==> config.mk <==
export PLATFORM = sky130hd
export DESIGN_NAME = sap_prog_loader
export DESIGN_NICKNAME = d
export VERILOG_FILES = /design/src/rtl/sap_pkg.sv /design/src/rtl/sap_pulse_timer.sv /design/src/rtl/sap_prog_loader.sv
export SDC_FILE = /design/constraint.sdc
export NUM_CORES = 1
export LEC_CHECK = 0
export CORE_ASPECT_RATIO = 0.8
export CORE_MARGIN = 8
export CORE_UTILIZATION = 50
export DETAILED_ROUTE_END_ITERATION = 10
export DONT_BUFFER_PORTS = 1
export PLACE_DENSITY = 0.65
export SLEW_MARGIN = 25
export SYNTH_ARGS = -nofsm -noshare
export SYNTH_HDL_FRONTEND = slang
export SYNTH_SLANG_ARGS = --single-unit
==> constraint.sdc <==
create_clock -name clk -period 5.9 [get_ports clk]
set_input_delay 1.18 -clock clk [delete_from_list [all_inputs] [get_ports clk]]
set_output_delay 1.18 -clock clk [all_outputs]
set_load 0.01 [all_outputs]
==> src/rtl/sap_pkg.sv <==
// Shared types and constants for the SAP-1 program loader.
// Optional checksum stage is enabled with SAP_PROG_LOADER_CHECKSUM_EN.
package sap_pkg;

  localparam int SAP_RAM_DEPTH = 16;
  localparam int SAP_ADDR_W    = 4;
  localparam int SAP_DATA_W    = 8;
  localparam int TIMER_W       = 8;

  typedef enum logic [3:0] {
    ST_IDLE,
    ST_GET_DATA,
    ST_SETUP,
    ST_WRITE,
    ST_GAP,
    ST_GET_CSUM,
    ST_START,
    ST_DONE,
    ST_ERR
  } loader_state_t;

  // Frame length from the low five bits of the length byte: 0 and anything
  // above the RAM depth both mean "fill the whole RAM".
  function automatic logic [4:0] frame_len(input logic [4:0] len_bits);
    if (len_bits == 5'd0 || len_bits > 5'(SAP_RAM_DEPTH)) begin
      return 5'(SAP_RAM_DEPTH);
    end
    return len_bits;
  endfunction

endpackage

==> src/rtl/sap_pulse_timer.sv <==
// Loadable down-counter shared by the loader's WRITE, GAP and START phases.
// Loading value V makes expired assert V cycles later (V = 0: immediately).
module sap_pulse_timer #(
  parameter int W = 8
) (
  input  logic         clk,
  input  logic         rst,
  input  logic         load,
  input  logic [W-1:0] load_val,
  output logic         expired
);

  logic [W-1:0] cnt_reg;

  // Count down to zero and park there until reloaded.
  always_ff @(posedge clk) begin
    if (rst) begin
      cnt_reg <= '0;
    end else if (load) begin
      cnt_reg <= load_val;
    end else if (cnt_reg != '0) begin
      cnt_reg <= cnt_reg - 1'b1;
    end
  end

  assign expired = (cnt_reg == '0);

endmodule

==> src/rtl/sap_prog_loader.sv <==
// Byte-stream loader for the SAP-1: takes a length-prefixed frame over a
// valid/ready byte interface, writes RAM 0..N-1 through the external
// programming port, then launches execution.
// Define SAP_PROG_LOADER_CHECKSUM_EN to require a trailing checksum byte.
module sap_prog_loader
  import sap_pkg::*;
#(
  parameter int LOAD_CYCLES  = 5,
  parameter int GAP_CYCLES   = 5,
  parameter int START_CYCLES = 5
) (
  input  logic                  clk,
  input  logic                  rst,
  input  logic [7:0]            in_data,
  input  logic                  in_valid,
  output logic                  in_ready,
  output logic [SAP_ADDR_W-1:0] extaddr,
  output logic [SAP_DATA_W-1:0] extdata,
  output logic                  extload,
  output logic                  extrun,
  output logic                  extauto,
  output logic                  extstart,
  output logic                  busy,
  output logic                  done,
  output logic                  err
);

  localparam logic [TIMER_W-1:0] LOAD_INIT  = TIMER_W'(LOAD_CYCLES - 1);
  localparam logic [TIMER_W-1:0] GAP_INIT   = TIMER_W'(GAP_CYCLES - 1);
  localparam logic [TIMER_W-1:0] START_INIT = TIMER_W'(START_CYCLES - 1);

  loader_state_t   state;
  logic [4:0]      len_reg;
  logic [3:0]      cnt_reg;
  logic            accept;
  logic            last_byte;
  logic            timer_load;
  logic [TIMER_W-1:0] timer_val;
  logic            timer_expired;

  assign accept = in_valid && in_ready;
  // 5-bit compare so a 16-byte frame ends after address 15 without wrapping.
  assign last_byte = (({1'b0, cnt_reg} + 5'd1) == len_reg);

`ifdef SAP_PROG_LOADER_CHECKSUM_EN
  logic [7:0] csum_reg;
  logic [7:0] csum_final;
  assign csum_final = csum_reg + in_data;
`else
  assign err = 1'b0;
`endif

  // Reload the shared timer on entry to each timed phase.
  always_comb begin
    timer_load = 1'b0;
    timer_val  = '0;
    case (state)
      ST_SETUP: begin
        timer_load = 1'b1;
        timer_val  = LOAD_INIT;
      end
      ST_WRITE: begin
        timer_load = timer_expired;
        timer_val  = GAP_INIT;
      end
      ST_GAP: begin
        timer_load = timer_expired;
        timer_val  = START_INIT;
      end
      ST_GET_CSUM: begin
        timer_load = accept;
        timer_val  = START_INIT;
      end
      default: begin
        timer_load = 1'b0;
      end
    endcase
  end

  sap_pulse_timer #(.W(TIMER_W)) u_timer (
    .clk      (clk),
    .rst      (rst),
    .load     (timer_load),
    .load_val (timer_val),
    .expired  (timer_expired)
  );

  // Loader FSM with all outputs registered.
  always_ff @(posedge clk) begin
    if (rst) begin
      state    <= ST_IDLE;
      in_ready <= 1'b0;
      extaddr  <= '0;
      extdata  <= '0;
      extload  <= 1'b0;
      extrun   <= 1'b0;
      extauto  <= 1'b0;
      extstart <= 1'b0;
      busy     <= 1'b0;
      done     <= 1'b0;
      len_reg  <= '0;
      cnt_reg  <= '0;
`ifdef SAP_PROG_LOADER_CHECKSUM_EN
      err      <= 1'b0;
      csum_reg <= '0;
`endif
    end else begin
      case (state)
        ST_IDLE, ST_DONE, ST_ERR: begin
          in_ready <= 1'b1;
          if (accept) begin
            // Any accepted byte here is the length byte of a new frame.
            len_reg <= frame_len(in_data[4:0]);
            cnt_reg <= '0;
            extrun  <= 1'b0;
            extauto <= 1'b0;
            done    <= 1'b0;
            busy    <= 1'b1;
            state   <= ST_GET_DATA;
`ifdef SAP_PROG_LOADER_CHECKSUM_EN
            err      <= 1'b0;
            csum_reg <= in_data;
`endif
          end
        end
        ST_GET_DATA: begin
          if (accept) begin
            extaddr  <= cnt_reg;
            extdata  <= in_data;
            in_ready <= 1'b0;
            state    <= ST_SETUP;
`ifdef SAP_PROG_LOADER_CHECKSUM_EN
            csum_reg <= csum_final;
`endif
          end
        end
        ST_SETUP: begin
          extload <= 1'b1;
          state   <= ST_WRITE;
        end
        ST_WRITE: begin
          if (timer_expired) begin
            extload <= 1'b0;
            state   <= ST_GAP;
          end
        end
        ST_GAP: begin
          if (timer_expired) begin
            cnt_reg <= cnt_reg + 4'd1;
            if (last_byte) begin
`ifdef SAP_PROG_LOADER_CHECKSUM_EN
              in_ready <= 1'b1;
              state    <= ST_GET_CSUM;
`else
              extrun   <= 1'b1;
              extauto  <= 1'b1;
              extstart <= 1'b1;
              state    <= ST_START;
`endif
            end else begin
              in_ready <= 1'b1;
              state    <= ST_GET_DATA;
            end
          end
        end
`ifdef SAP_PROG_LOADER_CHECKSUM_EN
        ST_GET_CSUM: begin
          if (accept) begin
            if (csum_final == 8'd0) begin
              in_ready <= 1'b0;
              extrun   <= 1'b1;
              extauto  <= 1'b1;
              extstart <= 1'b1;
              state    <= ST_START;
            end else begin
              // Stay ready: the next byte begins a fresh frame.
              err   <= 1'b1;
              busy  <= 1'b0;
              state <= ST_ERR;
            end
          end
        end
`endif
        ST_START: begin
          if (timer_expired) begin
            extstart <= 1'b0;
            done     <= 1'b1;
            busy     <= 1'b0;
            in_ready <= 1'b1;
            state    <= ST_DONE;
          end
        end
        default: begin
          state <= ST_IDLE;
        end
      endcase
    end
  end

endmodule

# Word level (Yosys, flattened, before mapping)

Cells that the tools add are included.

Logic and storage cells: 90
Bits of input ports: 11
Register bits: 39
Output and inout bits: 20

$lt $le $gt $ge: 1
Mux-type cells: 34
Eq/ne operators: 16
Reductions and logical operators: 24
$add $sub $neg: 3

Operators with widths:

| operator              | number |
|---|---|
| $mux W4               | 7 |
| $pmux W4 S6           | 1 |
| $eq A4 B3 Y1 const B  | 4 |
| $mux W8               | 2 |
| $ne A2 B2 Y1 const B  | 7 |
| $mux W1               | 12 |
| $mux W5               | 2 |
| $pmux W1 S2           | 5 |
| $reduce_and A5 Y1     | 2 |
| $reduce_bool A2 Y1    | 5 |
| $eq A4 B2 Y1 const B  | 2 |
| $logic_not A8 Y1      | 1 |
| $pmux W4 S2           | 1 |
| $reduce_and A4 Y1     | 2 |
| $reduce_bool A8 Y1    | 1 |
| $sub A8 B1 Y8 const B | 1 |
| $mux W3               | 2 |
| $reduce_and A2 Y1     | 3 |
| $reduce_and A3 Y1     | 2 |
| $add A4 B1 Y5 const B | 1 |
| $eq A5 B5 Y1          | 1 |
| $gt A5 B5 Y1 const B  | 1 |
| $logic_not A5 Y1      | 1 |
| $add A4 B1 Y4 const B | 1 |
| 11 further kinds      | 11 |

# Logic depth before layout (Yosys ltp)

Gate-level depths: netlist of run 1.

Word-level depth: 7
Depth in mapped cells: 8
Gate-level depth less buffers: 7

# Modules after synthesis

Synthesis of run 1 repeated with hierarchy kept, for this count alone.

Cell total of the unflattened synthesis: 227
Area, all modules: 1994.4 um2

Modules (own cells, without submodules):

| module          | instances | cells an instance | sequential area each (um2) | area an instance (um2) |
|---|---|---|---|---|
| sap_prog_loader | 1         | 174               | 600.6                      | 1519.0 |
| sap_pulse_timer | 1         | 53                | 160.2                      | 475.5 |

# Worst setup path before layout of run 1

Ideal clock, no wire load.

Kind: input -> register
From: in in_data[0]
To: reg len_reg[0]
Data required time: 5829 ps
Arrival: 2256 ps
Cell stages on the path: 4
Buffers on the path: 0
Slack: 3573 ps
Library setup time: 71 ps
Cell sequence: or4_1 -> ha_1 -> nand3b_1 -> a21oi_1

Cells in the longest elaborated chain, start to end: 7
Elaborated cells between the ends (all ways): 8
Classes of those cells: order compare (1); mux (5); reduce/logical (2)

RTL lines:

| element                                                 | RTL line               | RTL |
|---|---|---|
| start, declared                                         | sap_prog_loader.sv:14  | `input logic [7:0] in_data,` |
| $gt A5 B5 Y1 / $logic_not A5 Y1 (equally long branches) | sap_pkg.sv:25          | `if (len_bits == 5'd0 \|\| len_bits > 5'(SAP_RAM_DEPTH)) begin` |
| $logic_or A1 B1 Y1                                      | sap_pkg.sv:25          |  |
| $mux W1                                                 | sap_pkg.sv:25          |  |
| $mux W1                                                 | sap_prog_loader.sv:111 | `if (accept) begin` |
| $mux W1                                                 | sap_prog_loader.sv:108 | `case (state)` |
| $mux W1                                                 | sap_prog_loader.sv:90  | `if (rst) begin` |
| $mux W5 (*)                                             | sap_pkg.sv:28          | `return len_bits;` |
| end signal, assigned                                    | sap_prog_loader.sv:113 | `len_reg <= frame_len(in_data[4:0]);` |
| end, declared                                           | sap_prog_loader.sv:33  | `logic [4:0] len_reg;` |

Every way passes the cells marked *; elsewhere a longest branch is shown, timed or not. The select of a mux whose other input is x is not followed.
A chain may end at the register's enable or synchronous reset.

# Worst setup path in the final report of run 1

From: in in_valid
To: reg cnt_reg[3]

Cells in the longest elaborated chain, start to end: 3

RTL lines:

| element                            | RTL line               | RTL |
|---|---|---|
| start, declared                    | sap_prog_loader.sv:15  | `input logic in_valid,` |
| $logic_and A1 B1 Y1                | sap_prog_loader.sv:41  | `assign accept = in_valid && in_ready;` |
| $ne A2 B2 Y1 (no source line)      | n/a                    |  |
| $reduce_and A3 Y1 (no source line) | n/a                    |  |
| end signal, assigned               | sap_prog_loader.sv:149 | `cnt_reg <= cnt_reg + 4'd1;` |
| end, declared                      | sap_prog_loader.sv:34  | `logic [3:0] cnt_reg;` |

Every way passes these cells.

==> run_results.csv, run 1 <==
group,metric,value,unit
run_status,status,"complete, no violations",
final_layout,nets,234,
critical_path,cp-start-kind,"primary input",
global_route,grt_antenna_before_repair,0,
sta,final_max_slew_viol_count,0,
critical_path,cpLargestDelayFamily,"compound AO/OA/AOI/OAI gates",
critical_path,path_cells,"nand2_1 -> a21oi_1 -> nor2_1 -> o21ai_0 -> a21oi_1",
global_route,grt_max_degree,35,
power,swShare,36.0,%
critical_path,critical_path_peak_fanout,14,
logic_synthesis,synth_area_per_cell,7.95,sq um
critical_path,r2r_setup_slack,3680,ps
critical_path,path_class,"in -> reg",
job,max-cap-violations,0,
sta,max_freq,419,MHz
global_route,grt_pass1_wl,6.95,mm
sta,setup_viol,0,
route,via_count,1499,
sta,fin_setup_tns,0,ps
die,core_area,0.00345,sq mm
logic_synthesis,syn_nets,240,
critical_path,worst_ep_required_time,6080,ps
logic_synthesis,syn_area,0.00180,sq mm
sta,min_period,2390,ps
power,p_switching,0.279,mW
sta,worst_slack,3510,ps
route,ant_nets,0,
route,wl,3.97,mm
critical_path,slowest_delay,770,ps
final_layout,layout-drive-gt1-share,5.43,%
sta,rsz0062_at_grt,"false",
logic_synthesis,ys_seq_elements,38,
die,row_count,19,
logic_synthesis,yosysSeqAreaShare,42.3,%
critical_path,crit_path_top_delay_cell,"a21oi_1",
final_layout,stdcell_area,0.00189,sq mm
sta,worst_slew_pin_slew,948,ps
clocking,clock_latency,290,ps
power,p_clk_share,23.7,%
critical_path,timing.rr.end,"state[2]",
critical_path,cp_num_buf_inv,0,
die,initial_core_util,52.1,%
sta,fin_skew,7.19,ps
logic_synthesis,synth_cells,226,
final_layout,antenna_cells,0,
power,p_comb_share,33.2,%
die,die_area,0.00578,sq mm
placed_design,dp_hpwl,2.87,mm
placed_design,place_ws,3200,ps
clocking,tritoncts,"done",
clocking,ctsResizeCount,0,
critical_path,cp-end-kind,"register",
hold_path,min-delay-start,"len_reg[0]",
die,die_y,69.6,um
clocking,post_cts_buffers,0,
power,p_per_area,410,mW/mm^2
route,wire_per_inst,15.1,um
power,p_leak,0.670,nW
final_layout,syn_to_final_growth,5.36,%
critical_path,rr_worst_depth,6,
route,dr.first_iter.drc_count,94,
global_route,grt_use_total,14.0,%
sta,hold_violations,0,
die,die_w,83.0,um
clocking,hold_buffers,0,
placed_design,place.gp.congestion,0.789,
sta,maxSlewHeadroom,36.8,%
final_layout,fillers,325,
final_layout,regArea,761,sq um
logic_synthesis,synth_warnings,0,
route,viasPerCell,5.70,
final_layout,multiInputGateArea,955,sq um
hold_path,min_path_cells,2,
placed_design,place_area,0.00180,sq mm
placed_design,portBuffers,0,
global_route,grt_pass1_vias,1437,
critical_path,r2r-start,"cnt_reg[0]",
clocking,cts_buffer_depth,2,
route,dr.pass1.iters,4,
power,p_seq_share,43.1,%
sta,period_share,40.4,%
power,p_int,0.497,mW
clocking,clock-sinks,38,
route,drc,0,
die,io_pins,31,
hold_path,hold_end,"len_reg[0]",
clocking,htreeDepth,2,
hold_path,hold_path.class,"reg -> reg",
logic_synthesis,synth_cell_type_count,38,
critical_path,crit_path_frequent_cell,"a21oi_1",
clocking,cts-root-buf,"clkbuf_8",
clocking,path_clk_slew,80,ps
power,vdd_ir_drop_max,223,uV
critical_path,worstPathArrival,2560,ps
clocking,cts_inserted_buffers,5,
global_route,gr-total-overflow,0,
-- kinds of logic (layout without fill, tap and decap cells) --
| group | count (synthesis) | count (layout) | share of synthesized area (%) |
|---|---|---|---|
| simple gates | 96 | 96 | 26.3 |
| compound gates | 60 | 60 | 20.1 |
| other cells | 1 | 1 | 0.209 |
| fa+ha+maj | 3 | 3 | 2.09 |
| xor+xnor | 8 | 8 | 3.90 |
| buf+inv | 19 | 14 | 4.53 |
| flops | 38 | 38 | 42.3 |
| mux | 1 | 1 | 0.557 |
-- per-stage QoR --
step / hold slack, ps / utilization, % / total power [mW] / std cells
3_5_place_dp: 469 / 52.2 / 0.596 / 255
2_1_floorplan: 458 / - / 0.547 / 226
3_3_place_gp: 473 / 52.2 / 0.588 / 255
5_1_grt: 496 / 54.9 / 0.840 / 263
4_1_cts: 480 / 54.9 / 0.783 / 263
6_report: 479 / 54.9 / 0.776 / 263
-- cell usage after synthesis --
master / n / share of area, %
nor3_1: 7 / 1.9
or4_4: 1 / 0.63
nand3b_1: 3 / 1.3
or4_1: 4 / 1.7
xnor2_1: 6 / 2.9
o21ai_0: 9 / 2.5
nand3_1: 4 / 1.1
nor2b_1: 6 / 2.1
o31a_1: 1 / 0.49
a211o_1: 1 / 0.49
o22a_1: 1 / 0.49
ha_1: 3 / 2.1
buf_2: 2 / 0.56
buf_4: 2 / 0.84
a2111oi_0: 1 / 0.49
or3_1: 4 / 1.4
o2bb2ai_1: 1 / 0.49
mux2i_1: 1 / 0.56
a211oi_1: 5 / 2.1
o21a_1: 3 / 1.3
nor2_1: 21 / 4.4
o22ai_1: 1 / 0.35
inv_1: 4 / 0.84
nor4_1: 3 / 1.0
a22o_1: 1 / 0.49
o211ai_1: 1 / 0.42
clkbuf_1: 11 / 2.3
o41ai_1: 1 / 0.49
conb_1: 1 / 0.21
nand4b_1: 1 / 0.49
or2_2: 1 / 0.35
xor2_1: 2 / 0.98
nand2b_1: 10 / 3.5
dfxtp_1: 38 / 42
nand2_1: 31 / 6.5
a31oi_1: 6 / 2.1
a21oi_1: 27 / 7.5
a21boi_0: 1 / 0.42
-- layout make-up --
class / instances / share of cell area [%]
Tap cell: 42 / 2.78
Timing Repair Buffer: 2 / 0.793
Clock buffer: 6 / 4.36
Multi-Input combinational cell: 169 / 50.4
Sequential cell: 38 / 40.2
Clock inverter: 2 / 0.661
Inverter: 4 / 0.793
-- worst min-delay path, cell delays in order (launching register included) --
cell	delay, ps
dfxtp_1	320
nand2b_1	70
a21oi_1	50
-- layout by cell type, fill, tap and decap left out, types with 2 or more instances in the layout --
| cell | count |
|---|---|
| nor2_1 | 21 |
| inv_1 | 4 |
| nor4_1 | 3 |
| dfxtp_1 | 38 |
| nor2b_1 | 6 |
| a21oi_1 | 27 |
| a31oi_1 | 6 |
| nand2_1 | 31 |
| xnor2_1 | 6 |
| nand2b_1 | 10 |
| nand3_1 | 4 |
| o21a_1 | 3 |
| or4_1 | 4 |
| o21ai_0 | 9 |
| clkbuf_8 | 6 |
| nor3_1 | 7 |
| or3_1 | 4 |
| a211oi_1 | 5 |
| nand3b_1 | 3 |
| ha_1 | 3 |
| buf_4 | 2 |
| xor2_1 | 2 |
-- power groups by stage --
stage	clock [mW]	combinational [mW]	sequential (mW)
after floorplan	0	0.224	0.323
after global placement	0	0.251	0.338
after detailed placement	0	0.257	0.340
after CTS	0.190	0.259	0.334
after global routing	0.201	0.297	0.342
final	0.184	0.258	0.335
-- worst max-delay path by stage --
stage                from          to  slack, ps  depth (start not counted)
6_report         in_valid  cnt_reg[3]       3510                          5
5_1_grt          in_valid  cnt_reg[3]       3280                          5
4_1_cts          in_valid  cnt_reg[3]       3500                          5
3_5_place_dp     in_valid  cnt_reg[3]       3200                          5
3_3_place_gp     in_valid  cnt_reg[1]       3230                          5
2_1_floorplan  in_data[0]  len_reg[0]       3570                          4
-- metal layers --
layer  track usage (%)  vias up  wire [um]
li1                  -      780          -
met1              17.5      676       1890
met2              21.7       39       1780
met3              5.52        4        285
met4              3.89        0         19
met5                 0        -          0
Note: power is estimated with default switching activity, not from simulation.
==> run 2, diff against run 1 <==
--- a/config.mk
+++ b/config.mk
@@ -10,7 +10,7 @@
 export CORE_UTILIZATION = 50
 export DETAILED_ROUTE_END_ITERATION = 10
 export DONT_BUFFER_PORTS = 1
-export PLACE_DENSITY = 0.65
+export PLACE_DENSITY = 0.68
 export SLEW_MARGIN = 25
 export SYNTH_ARGS = -nofsm -noshare
 export SYNTH_HDL_FRONTEND = slang
==> constraint.sdc (replaced) <==
create_clock -name clk -period 2.1 [get_ports clk]
set_input_delay 0.42 -clock clk [delete_from_list [all_inputs] [get_ports clk]]
set_output_delay 0.42 -clock clk [all_outputs]
set_load 0.01 [all_outputs]
==> run 2 against run 1 <==
Net effect:
- first-iteration DRC count grew 65%
- utilization grew 2.7 points
- cell count grew 1.9%
- register-to-register slack lost 3600 ps
- critical path type is now reg -> reg
- largest cell class unchanged
==> run_results.csv, run 2 (synthesized netlist as in run 1, its figures left out) <==
group,metric,value,unit
clocking,cts_inserted_buffers,5,
route,ant_nets,0,
global_route,gr-total-overflow,0,
clocking,cts-root-buf,"clkbuf_8",
route,dr.pass1.iters,4,
final_layout,antenna_cells,0,
placed_design,dp_cells,260,
final_layout,multiInputGateArea,967,sq um
die,die_y,69.6,um
power,vdd_ir_drop_max,700,uV
placed_design,dp_hpwl,3.07,mm
global_route,grt_pass1_wl,7.33,mm
run_status,status,"complete, no violations",
critical_path,path_class,"reg -> reg",
hold_path,hold_path.class,"in -> reg",
die,core_area,0.00345,sq mm
clocking,cts_buffer_depth,2,
clocking,hold_buffers,0,
final_layout,syn_to_final_growth,10.5,%
clocking,tritoncts,"done",
global_route,grt_use_total,15.1,%
power,p_comb_share,32.6,%
sta,hold_violations,0,
placed_design,place.gp.congestion,0.867,
clocking,clock_latency,300,ps
power,p_switching,0.840,mW
power,p_seq_share,37.4,%
clocking,clock-sinks,38,
power,p_clk_share,30.0,%
final_layout,fillers,301,
clocking,path_clk_slew,80,ps
critical_path,timing.rr.end,"cnt_reg[3]",
job,max-cap-violations,0,
power,p_int,1.66,mW
power,p_leak,0.714,nW
final_layout,nets,239,
die,row_count,19,
die,initial_core_util,52.1,%
final_layout,layout_common_cells,"38 x dfxtp_1, 31 x nand2_1, 26 x a21oi_1",
critical_path,critical_path_peak_fanout,5,
die,die_w,83.0,um
route,via_count,1574,
global_route,grt_antenna_before_repair,0,
hold_path,min-delay-start,"rst",
power,p_per_area,1260,mW/mm^2
sta,final_max_slew_viol_count,0,
critical_path,cp-end-kind,"register",
hold_path,min_path_cells,1,
placed_design,portBuffers,0,
sta,period_share,97.3,%
power,swShare,33.6,%
route,drc,0,
die,die_area,0.00578,sq mm
final_layout,regArea,761,sq um
route,dr.first_iter.drc_count,155,
critical_path,cp-start-kind,"register",
die,io_pins,31,
sta,fin_skew,5.24,ps
critical_path,r2r_setup_slack,60,ps
critical_path,worstPathArrival,2280,ps
clocking,htreeDepth,2,
sta,fin_setup_tns,0,ps
critical_path,worst_ep_required_time,2340,ps
global_route,grt_pass1_vias,1576,
route,wl,4.34,mm
critical_path,rr_worst_depth,4,
route,wire_per_inst,16.2,um
sta,min_period,2040,ps
placed_design,place_area,0.00184,sq mm
global_route,grt_max_degree,35,
final_layout,instances_no_fill,268,
hold_path,hold_end,"cnt_reg[3]",
critical_path,r2r-start,"u_timer.cnt_reg[4]",
route,viasPerCell,5.87,
final_layout,final_common_cell,"dfxtp_1",
final_layout,stdcell_area,0.00199,sq mm
sta,setup_viol,0,
final_layout,layout-drive-gt1-share,8.85,%
sta,max_freq,490,MHz
-- run 2: cell types whose count changed in the layout (fill, tap and decap cells not counted), sizes merged --
cell	delta
buf	+5
bufinv	+2
clkbuf	-1
clkinvlp	-1
-- run 2: how the worst max path moves through the flow --
stage / start / endpoint / cells after the start
after global placement: u_timer.cnt_reg[4] / cnt_reg[3] / 4
final: u_timer.cnt_reg[4] / cnt_reg[3] / 4
after global routing: u_timer.cnt_reg[4] / cnt_reg[3] / 4
after detailed placement: u_timer.cnt_reg[4] / cnt_reg[3] / 4
after floorplan: u_timer.cnt_reg[3] / cnt_reg[3] / 5
after CTS: u_timer.cnt_reg[4] / cnt_reg[3] / 4
-- run 2: routing by layer --
| metal | track usage [%] | vias up | wire length [um] | share of wire (%) |
|---|---|---|---|---|
| met3 | 5.63 | 7 | 344 | 7.9 |
| met2 | 23.5 | 46 | 1950 | 45 |
| met5 | 0 | - | 0 | 0 |
| li1 | - | 784 | - | - |
| met1 | 17.2 | 737 | 1960 | 45 |
| met4 | 9.14 | 0 | 82 | 1.9 |
-- run 2: through the flow --
step / hold WS, ps / setup slack, ps / total power, mW / utilization (%)
2_1_floorplan: 458 / 41.3 / 1.54 / -
3_3_place_gp: 472 / 99.4 / 1.68 / 53.2
3_5_place_dp: 481 / 46.2 / 1.73 / 53.2
4_1_cts: 167 / 25.2 / 2.49 / 57.2
5_1_grt: 162 / -0.751 / 2.66 / 57.6
6_report: 185 / 57.2 / 2.50 / 57.6
-- run 2: worst max-delay path, cell delays in order (launching register included) --
cell,delay (ps)
dfxtp_1,350
or4_4,550
or3_4,410
or4_1,540
a21oi_2,140
-- run 2: power groups by stage --
| stage | clock network [mW] | registers, mW | logic (mW) |
|---|---|---|---|
| 2_1_floorplan | 0 | 0.908 | 0.629 |
| 4_1_cts | 0.765 | 0.932 | 0.788 |
| 5_1_grt | 0.792 | 0.953 | 0.915 |
| 3_5_place_dp | 0 | 0.950 | 0.780 |
| 6_report | 0.750 | 0.935 | 0.814 |
| 3_3_place_gp | 0 | 0.939 | 0.742 |
-- run 2: cell type report --
type | instances | area share, %
clock inverter | 3 | 3.47
tap | 42 | 2.65
inverter | 4 | 0.756
multi-input combinational | 169 | 48.7
timing repair buffer | 7 | 2.65
clock buffer | 5 | 3.47
sequential | 38 | 38.3
-- run 2: repair_timing --
action	CTS	global route
buffers inserted	0	0
endpoints found under the setup margin	0	3
endpoints found under the hold margin	0	0
gates resized for setup	0	4
